`src/rtl/alu_op_scheduler.sv`:
```
`default_nettype none
// ============================================================================
//  Module      : alu_op_scheduler
//  Description : Queues ALU commands in a small FIFO, issues them one at a
//                time to an external fixed-latency ALU, masks the returned
//                result by operation and presents it on a ready/valid
//                response port, strictly in command order.
//
//  Ports
//    clk, rst_n                 clock (rising edge), synchronous active-low reset
//    cmd_valid/cmd_ready        command handshake (ready = FIFO not full)
//    cmd_op, cmd_a, cmd_b       operation (0 ADD, 1 MUL, 2 OR, 3 AND), operands
//    alu_start                  one-cycle start pulse to the ALU
//    alu_op, alu_a, alu_b       held to the ALU from ISSUE through last WAIT
//    alu_result                 ALU result, sampled at the end of the last WAIT
//    rsp_valid/rsp_ready        response handshake
//    rsp_op, rsp_result         completed operation and masked result
//    busy                       FSM not idle or FIFO non-empty
//    chk_err                    sticky self-check error flag
//
//  Parameters
//    FIFO_DEPTH  command FIFO entries (power of 2, >= 2)
//    ALU_LATENCY cycles from the alu_start cycle until alu_result is valid
//
//  Build option
//    ALU_OP_SCHEDULER_CHECK_EN  when defined, recomputes the expected result
//                               from the held operands and flags mismatches
//                               on chk_err; otherwise chk_err is tied low.
//
//  Revision    : 1.0  initial release
// ============================================================================

package typedef_pkg;
   typedef enum logic [1:0] {
      OP_ADD = 2'd0,
      OP_MUL = 2'd1,
      OP_OR  = 2'd2,
      OP_AND = 2'd3
   } operation_t;
endpackage

module alu_op_scheduler #(
   parameter int FIFO_DEPTH  = 4,
   parameter int ALU_LATENCY = 2
) (
   input  logic        clk,
   input  logic        rst_n,
   input  logic        cmd_valid,
   output logic        cmd_ready,
   input  logic [1:0]  cmd_op,
   input  logic [7:0]  cmd_a,
   input  logic [7:0]  cmd_b,
   output logic        alu_start,
   output logic [1:0]  alu_op,
   output logic [7:0]  alu_a,
   output logic [7:0]  alu_b,
   input  logic [15:0] alu_result,
   output logic        rsp_valid,
   input  logic        rsp_ready,
   output logic [1:0]  rsp_op,
   output logic [15:0] rsp_result,
   output logic        busy,
   output logic        chk_err
);
   import typedef_pkg::*;

   localparam int c_ptr_w  = $clog2(FIFO_DEPTH);
   localparam int c_wait_w = (ALU_LATENCY > 1) ? $clog2(ALU_LATENCY) : 1;
   localparam logic [c_wait_w-1:0] c_wait_init = c_wait_w'(ALU_LATENCY - 1);
   localparam logic [c_wait_w-1:0] c_wait_one  = c_wait_w'(1);
   localparam logic [c_ptr_w-1:0]  c_ptr_one   = c_ptr_w'(1);
   localparam logic [c_ptr_w:0]    c_cnt_one   = (c_ptr_w+1)'(1);
   localparam logic [c_ptr_w:0]    c_cnt_full  = (c_ptr_w+1)'(FIFO_DEPTH);

   typedef enum logic [1:0] {
      S_IDLE  = 2'd0,
      S_ISSUE = 2'd1,
      S_WAIT  = 2'd2,
      S_RESP  = 2'd3
   } state_t;

   state_t              r_state;
   logic [17:0]         r_mem [FIFO_DEPTH];
   logic [c_ptr_w-1:0]  r_wr_ptr;
   logic [c_ptr_w-1:0]  r_rd_ptr;
   logic [c_ptr_w:0]    r_count;
   logic [c_wait_w-1:0] r_wait_cnt;

   logic        w_full;
   logic        w_empty;
   logic        w_push;
   logic        w_pop;
   logic        w_capture;
   logic [17:0] w_head;

   // Keep only the bits that are meaningful for each operation.
   function automatic logic [15:0] mask_result(input logic [1:0] op, input logic [15:0] raw);
      logic [15:0] m;
      case (operation_t'(op))
         OP_ADD:  m = {7'd0, raw[8:0]};
         OP_MUL:  m = raw;
         default: m = {8'd0, raw[7:0]};
      endcase
      return m;
   endfunction

   assign w_full    = (r_count == c_cnt_full);
   assign w_empty   = (r_count == '0);
   assign w_push    = cmd_valid && !w_full;
   // The head leaves the FIFO on the edge that enters ISSUE.
   assign w_pop     = !w_empty && ((r_state == S_IDLE) || ((r_state == S_RESP) && rsp_ready));
   assign w_capture = (r_state == S_WAIT) && (r_wait_cnt == '0);
   assign w_head    = r_mem[r_rd_ptr];

   assign cmd_ready = !w_full;
   assign busy      = (r_state != S_IDLE) || !w_empty;

   // ------------------------------------------------------------------ FIFO
   always_ff @(posedge clk) begin
      if (w_push) begin
         r_mem[r_wr_ptr] <= {cmd_op, cmd_a, cmd_b};
      end
   end

   always_ff @(posedge clk) begin
      if (!rst_n) begin
         r_wr_ptr <= '0;
         r_rd_ptr <= '0;
         r_count  <= '0;
      end else begin
         // Depth is a power of two, so pointers wrap by natural overflow.
         if (w_push) begin
            r_wr_ptr <= r_wr_ptr + c_ptr_one;
         end
         if (w_pop) begin
            r_rd_ptr <= r_rd_ptr + c_ptr_one;
         end
         case ({w_push, w_pop})
            2'b10:   r_count <= r_count + c_cnt_one;
            2'b01:   r_count <= r_count - c_cnt_one;
            default: r_count <= r_count;
         endcase
      end
   end

   // ------------------------------------------------------------------- FSM
   always_ff @(posedge clk) begin
      if (!rst_n) begin
         r_state    <= S_IDLE;
         r_wait_cnt <= '0;
         alu_start  <= 1'b0;
         alu_op     <= '0;
         alu_a      <= '0;
         alu_b      <= '0;
         rsp_valid  <= 1'b0;
         rsp_op     <= '0;
         rsp_result <= '0;
      end else begin
         alu_start <= 1'b0;
         case (r_state)
            S_IDLE: begin
               if (w_pop) begin
                  r_state                 <= S_ISSUE;
                  alu_start               <= 1'b1;
                  {alu_op, alu_a, alu_b}  <= w_head;
               end
            end
            S_ISSUE: begin
               r_state    <= S_WAIT;
               r_wait_cnt <= c_wait_init;
            end
            S_WAIT: begin
               if (w_capture) begin
                  r_state    <= S_RESP;
                  rsp_valid  <= 1'b1;
                  rsp_op     <= alu_op;
                  rsp_result <= mask_result(alu_op, alu_result);
               end else begin
                  r_wait_cnt <= r_wait_cnt - c_wait_one;
               end
            end
            S_RESP: begin
               if (rsp_ready) begin
                  rsp_valid <= 1'b0;
                  if (w_pop) begin
                     r_state                <= S_ISSUE;
                     alu_start              <= 1'b1;
                     {alu_op, alu_a, alu_b} <= w_head;
                  end else begin
                     r_state <= S_IDLE;
                  end
               end
            end
            default: r_state <= S_IDLE;
         endcase
      end
   end

   // ------------------------------------------------------------ self-check
`ifdef ALU_OP_SCHEDULER_CHECK_EN
   logic [15:0] w_expected;
   logic        r_chk_err;

   always_comb begin
      w_expected = '0;
      case (operation_t'(alu_op))
         OP_ADD:  w_expected = {8'd0, alu_a} + {8'd0, alu_b};
         OP_MUL:  w_expected = {8'd0, alu_a} * {8'd0, alu_b};
         OP_OR:   w_expected = {8'd0, alu_a | alu_b};
         default: w_expected = {8'd0, alu_a & alu_b};
      endcase
   end

   always_ff @(posedge clk) begin
      if (!rst_n) begin
         r_chk_err <= 1'b0;
      end else if (w_capture &&
                   (mask_result(alu_op, alu_result) != mask_result(alu_op, w_expected))) begin
         r_chk_err <= 1'b1;
      end
   end

   assign chk_err = r_chk_err;
`else
   assign chk_err = 1'b0;
`endif

endmodule
`default_nettype wire
```
`config.mk`:
```
export PLATFORM = sky130hd
export DESIGN_NAME = alu_op_scheduler
export DESIGN_NICKNAME = d
export VERILOG_FILES = /design/src/rtl/alu_op_scheduler.sv
export SDC_FILE = /design/constraint.sdc
export NUM_CORES = 1
export LEC_CHECK = 0
export ABC_AREA = 1
export BUFFER_PORTS_ARGS = -buffer_cell sky130_fd_sc_hd__buf_2
export CORE_MARGIN = 4
export CORE_UTILIZATION = 35
export DETAILED_ROUTE_END_ITERATION = 6
export SYNTH_ARGS = -nofsm -noshare
export SYNTH_HDL_FRONTEND = slang
export SYNTH_SLANG_ARGS = --single-unit
```
`constraint.sdc`:
```
create_clock -name clk -period 3.82 [get_ports clk]
set_input_delay 0.764 -clock clk [delete_from_list [all_inputs] [get_ports clk]]
set_output_delay 0.764 -clock clk [all_outputs]
set_load 0.005 [all_outputs]
```
After elaboration in Yosys (flattened, before gate mapping)
Memories as Yosys holds them, arrays and structs flattened. A register that Yosys moved wholly into a read port is not among the register bits.
Index checks and enable logic that the tools add are counted.
{"block": "totals", "ff_bits": 48, "latch_bits": 0, "ramBits": 72, "rom_bits": 0, "input_bits": 38, "n_memories": 1}
{"memory": "r_mem", "words": 4, "word_bits": 18, "rd": 1, "rd_ports_with_merged_regs": 1, "wr": 1, "line_no": "83", "rtl": "logic [17:0] r_mem [FIFO_DEPTH];"}
{"block": "classes", "add_sub_neg": 5, "mul": 0, "div_mod_pow": 0, "magnitude_cmp": 0, "n_eq_ne": 11, "n_shift": 0, "n_mux": 28, "n_bitwise": 1, "reduce_logical": 21}
{"op": "8-bit 2-to-1 mux", "count": 4}
{"op": "16-bit one-hot mux with 2 select lines", "count": 1}
{"op": "8-bit one-hot mux with 2 select lines", "count": 2}
{"op": "2-bit 2-to-1 mux", "count": 7}
{"op": "2-bit nonzero test", "count": 5}
{"op": "1-bit 2-to-1 mux", "count": 8}
{"op": "2-bit inequality test, second input constant", "count": 4}
{"op": "2-bit one-hot mux with 4 select lines", "count": 1}
{"op": "2-bit by 1-bit equality test with 1-bit output, second input constant", "count": 3}
{"op": "2-bit equality test, second input constant", "count": 3}
{"op": "1-bit one-hot mux with 2 select lines", "count": 3}
{"op": "3-bit one-hot mux with 2 select lines", "count": 1}
{"op": "2-bit AND reduction", "count": 3}
{"op": "3-bit AND reduction", "count": 2}
{"op": "2-bit by 1-bit adder with 2-bit output, second input constant", "count": 2}
{"op": "1-bit logical AND", "count": 4}
{"op": "2-bit zero test", "count": 2}
{"op": "2-bit one-hot mux with 2 select lines", "count": 1}
{"op": "3-bit by 1-bit adder with 3-bit output, second input constant", "count": 1}
{"op": "3-bit equality test, second input constant", "count": 1}
{"op": "3-bit zero test", "count": 1}
{"op": "3-bit by 1-bit subtractor with 3-bit output, second input constant", "count": 1}
{"op": "1-bit zero test", "count": 2}
{"op": "1-bit logical OR", "count": 2}
{"op": "other kinds (2)", "count": 2}

Logic depth before layout (Yosys ltp)
{"block": "logic_depth", "depth_word": 7, "depth_mapped": 13}

Worst setup path after synthesis
OpenSTA, ideal clock, no wires.
{"block": "synth_path", "path_kind": "input port to flip-flop", "start": "input rsp_ready", "end": "register r_count[2]", "setup_time_ns": 0.122, "arrival_ns": 1.986, "required_ns": 3.698, "path_slack_ns": 1.712, "path_stages": 11, "n_path_buf": 0, "cell_sequence": "nand2_1 > nand2_1 > nand2_2 > inv_2 > ha_1 > inv_1 > fa_1 > a21oi_1 > o21ai_0 > o21ai_0 > a21oi_1"}
{"block": "synth_via", "elab_chain_len": 5}
{"element": "from (decl)", "line_no": "59", "rtl": "input logic rsp_ready,"}
{"element": "1-bit logical AND *", "line_no": "111", "rtl": "assign w_pop = !w_empty && ((r_state == S_IDLE) || ((r_state == S_RESP) && rsp_ready));"}
{"element": "1-bit logical OR *", "line_no": "111"}
{"element": "1-bit logical AND *", "line_no": "111"}
{"element": "named net w_pop", "line_no": "92", "rtl": "logic w_pop;"}
{"element": "2-bit by 1-bit equality test with 1-bit output or 2-bit equality test (tied branches)", "line_no": "138", "rtl": "case ({w_push, w_pop})"}
{"element": "3-bit one-hot mux with 2 select lines or 2-bit nonzero test (tied branches)"}
{"element": "to (signal assigned)", "line_no": "139", "rtl": "2'b10: r_count <= r_count + c_cnt_one;"}
{"element": "to (signal assigned)", "line_no": "140", "rtl": "2'b01: r_count <= r_count - c_cnt_one;"}
{"element": "to (signal assigned)", "line_no": "141", "rtl": "default: r_count <= r_count;"}
{"element": "to (decl)", "line_no": "86", "rtl": "logic [c_ptr_w:0] r_count;"}
Mark *: on every way through the listed nets, which the timed path passes. The rest lies on a longest branch.
A chain may end at the register's enable or synchronous reset.

Worst setup path in the final report
{"block": "layout_path", "start": "register r_state[0]", "end": "output busy"}
{"block": "layout_via", "elab_chain_len": 2}
{"element": "from (decl)", "line_no": "82", "rtl": "state_t r_state;"}
{"element": "from (signal assigned)", "line_no": "149", "rtl": "r_state <= S_IDLE;"}
{"element": "from (signal assigned)", "line_no": "163", "rtl": "r_state <= S_ISSUE;"}
{"element": "from (signal assigned)", "line_no": "169", "rtl": "r_state <= S_WAIT;"}
{"element": "2-bit nonzero test", "line_no": "116", "rtl": "assign busy = (r_state != S_IDLE) || !w_empty;"}
{"element": "1-bit logical OR", "line_no": "116"}
{"element": "to (decl)", "line_no": "62", "rtl": "output logic busy,"}
No other way between the ends.

==> impl_metrics.csv <==
group,metric,value,unit
outcome,outcome,"finished clean",
global_route,grt_pass1_wl,16.4,mm
die,core,13500,µm²
yosys,syn_nets,528,
yosys,synth_area_leader_cell,"edfxtp_1",
worst_setup_path,cp-end-kind,"output port",
die,start_util,36.2,%
pwr,ir_worst_vdd,0.337,mV
layout,ff_latch_area,3160,µm²
global_route,grt_use_total,13.1,%
place,place_congestion,0.780,
sta,layout_min_cycle_time,2.20,ns
worst_setup_path,cp_num_buf_inv,2,
sta,rsz0062_at_grt,"no",
run,maxCapViolCount,0,
pwr,powerDensity,751,nW/µm²
drt,drtIter0Drc,221,
worst_setup_path,path_max_fanout,5,
sta,period_share,57.7,%
drt,final_antenna_net_count,0,
layout,final_core_util,43.9,%
clock_network,insertion_delay,0.41,ns
yosys,synthCells,479,
sta,setup_viol,0,
layout,diodes,0,
layout,final_common_cell,"nor2_1",
pwr,pwr-share-clk,32.2,%
worst_setup_path,arrival,1.44,ns
yosys,synth.top_cells.by_area,"edfxtp_1 (44%), dfxtp_1 (21%), nor2_1 (9.9%), o21ai_0 (6.8%), nand2_1 (3.6%)",
yosys,synth-seq-cells,122,
yosys,avgSynthCellArea,10.2,µm²
die,row_count,42,
drt,dr.pass1.iters,4,
drt,vias_per_cell,4.62,
drt,drc_errors,0,
worst_setup_path,crit_chain,"inv_1 -> ha_1 -> nand3_1 -> buf_2",
place,place_area,5360,µm²
layout,fin_area,5900,µm²
drt,drt-total-wl,10.1,mm
worst_setup_path,crit_family,"flip-flops",
die,io_pins,79,
hold_path,hold_class,"flip-flop to flip-flop",
yosys,synthesis.area,4870,µm²
die,die_w,126,µm
layout,area_delta_synth_final,21.2,%
clock_network,cts-root-buf,"clkbuf_16",
sta,worst_pin_slew,1.20,ns
sta,holdWs,0.468,ns
pwr,p_switching,1.52,mW
worst_setup_path,crit_path_top_delay_cell,"dfxtp_1",
clock_network,cts_setup_buffers,0,
pwr,p_leak,2.45,nW
pwr,seq_power_share,40.1,%
sta,hold_viol,0,
clock_network,cts_buffers,17,
layout,multi_input_area,1400,µm²
die,chipHeight,126,µm
layout,fin_nets,606,
place,port_buffers,77,
pwr,power_frac_comb,27.7,%
sta,setup_tns,0,ns
drt,routedWlPerCell,13.5,µm
clock_network,clock-sinks,122,
sta,final_max_slew_viol_count,0,
drt,num_vias,3450,
clock_network,postCtsHoldBufs,0,
clock_network,cts_tree,"built",
global_route,grt_overflow,0,
clock_network,cts_resized,0,
sta,fmax,0.454,GHz
global_route,grt_pass1_vias,3365,
yosys,yosys.cell_types.count,31,
worst_setup_path,crit_required,3.06,ns
layout,fillers,1290,
worst_setup_path,crit_path_max_incr_delay,0.39,ns
die,dieArea,15900,µm²
pwr,intPower,2.92,mW
place,dp_hpwl,6.56,mm
pwr,switching_share,34.2,%
yosys,yosysTopAreaCellShare,44.4,%
worst_setup_path,path_class,"flip-flop to output port",
global_route,grt_max_degree,38,
layout,layout_common_cells,"nor2_1 (129), buf_2 (77), edfxtp_1 (72), o21ai_0 (66), dfxtp_1 (50)",
layout,layout-drive-gt1-share,21.9,%
clock_network,clk_pin_slew,0.05,ns
yosys,ys_seq_area_share,65.0,%
sta,slew_headroom,20.1,%
sta,skew,0.00546,ns
clock_network,clockBufferDepth,2,
yosys,yosys_warnings,0,
global_route,antenna_found_initial,4,
worst_setup_path,startpoint_type,"flip-flop",
clock_network,cts_max_level,4,
==> registers in the layout, indices dropped and copies added (netlist names), named ones only <==
register / flops
r_wait_cnt: 1
alu_op: 2
r_mem: 72
r_wr_ptr: 2
rsp_op: 2
r_state: 2
rsp_valid: 1
alu_b: 8
alu_start: 1
r_count: 3
alu_a: 8
r_rd_ptr: 2
rsp_result: 16
==> cell usage after synthesis, drive strengths merged <==
cell    number
o21ai       71
nand2       51
nor3         3
a22oi        8
fa           1
o211ai       1
a211oi       1
or2          1
edfxtp      72
nand3        3
clkbuf       5
dfxtp       50
inv         42
ha          10
nor2       131
buf         18
a21oi       10
conb         1
==> stage by stage <==
step	power [mW]	setup slack (ns)	std cells
2_1_floorplan	2.72	1.71	479
3_3_place_gp	3.02	1.53	714
3_5_place_dp	3.06	1.49	714
4_1_cts	4.50	1.59	746
5_1_grt	4.76	1.44	746
6_report	4.43	1.62	746
==> kinds of logic (layout without fill, tap and decap cells) <==
family	count (synthesis)	in the layout	share of synthesized area, %
AO/OA/AOI/OAI	91	91	10.1
adder cells (fa/ha/maj)	11	11	2.98
buffers and inverters	65	156	6.35
flip-flops	122	122	65.0
other	1	1	0.0770
AND/OR/NAND/NOR	189	189	15.6
==> power groups by stage <==
stage          registers (mW)  logic [mW]  clock network [mW]
2_1_floorplan            1.78       0.940                   0
3_3_place_gp             1.79        1.22                   0
3_5_place_dp             1.81        1.25                   0
4_1_cts                  1.78        1.26                1.46
5_1_grt                  1.80        1.43                1.52
6_report                 1.78        1.23                1.43
==> cell type report <==
cell class | instances | area share (%)
clock buffers | 17 | 7.20
repair buffers | 82 | 7.16
well taps | 176 | 3.73
multi-input cells | 292 | 23.7
clock inverters | 15 | 1.99
flip-flops and latches | 122 | 53.6
inverters | 42 | 2.67
==> per-layer routing <==
metal	global-route usage [%]	part of all wire, %	up-vias
met5	0	0.55	-
met4	5.68	2.2	8
met3	6.56	7.9	27
met2	21.1	47	97
met1	14.7	43	1588
li1	-	-	1730
==> final timing paths <==
| kind | slack (ns) | cells past startpoint | from | endpoint |
|---|---|---|---|---|
| max | 1.62 | 4 | r_state[0]$_SDFFE_PN0P_ | busy |
| min reg2reg | 0.47 | 2 | r_rd_ptr[1]$_SDFFE_PN0P_ | r_rd_ptr[1]$_SDFFE_PN0P_ |
| max reg2reg | 1.69 | 13 | r_state[1]$_SDFFE_PN0P_ | r_count[2]$_SDFFE_PN0P_ |
| min | 0.47 | 2 | r_rd_ptr[1]$_SDFFE_PN0P_ | r_rd_ptr[1]$_SDFFE_PN0P_ |
==> worst register-to-register path, stage by stage (launching register included) <==
cell and delay [ns]:
dfxtp_1 0.32, inv_1 0.14, ha_1 0.20, inv_1 0.04, nand2_1 0.08, nand2_2 0.08, inv_2 0.09, ha_1 0.15
inv_1 0.07, fa_1 0.38, a21oi_1 0.15, o21ai_0 0.11, o21ai_0 0.16, a21oi_1 0.05
(Power assumes the default switching activity.)
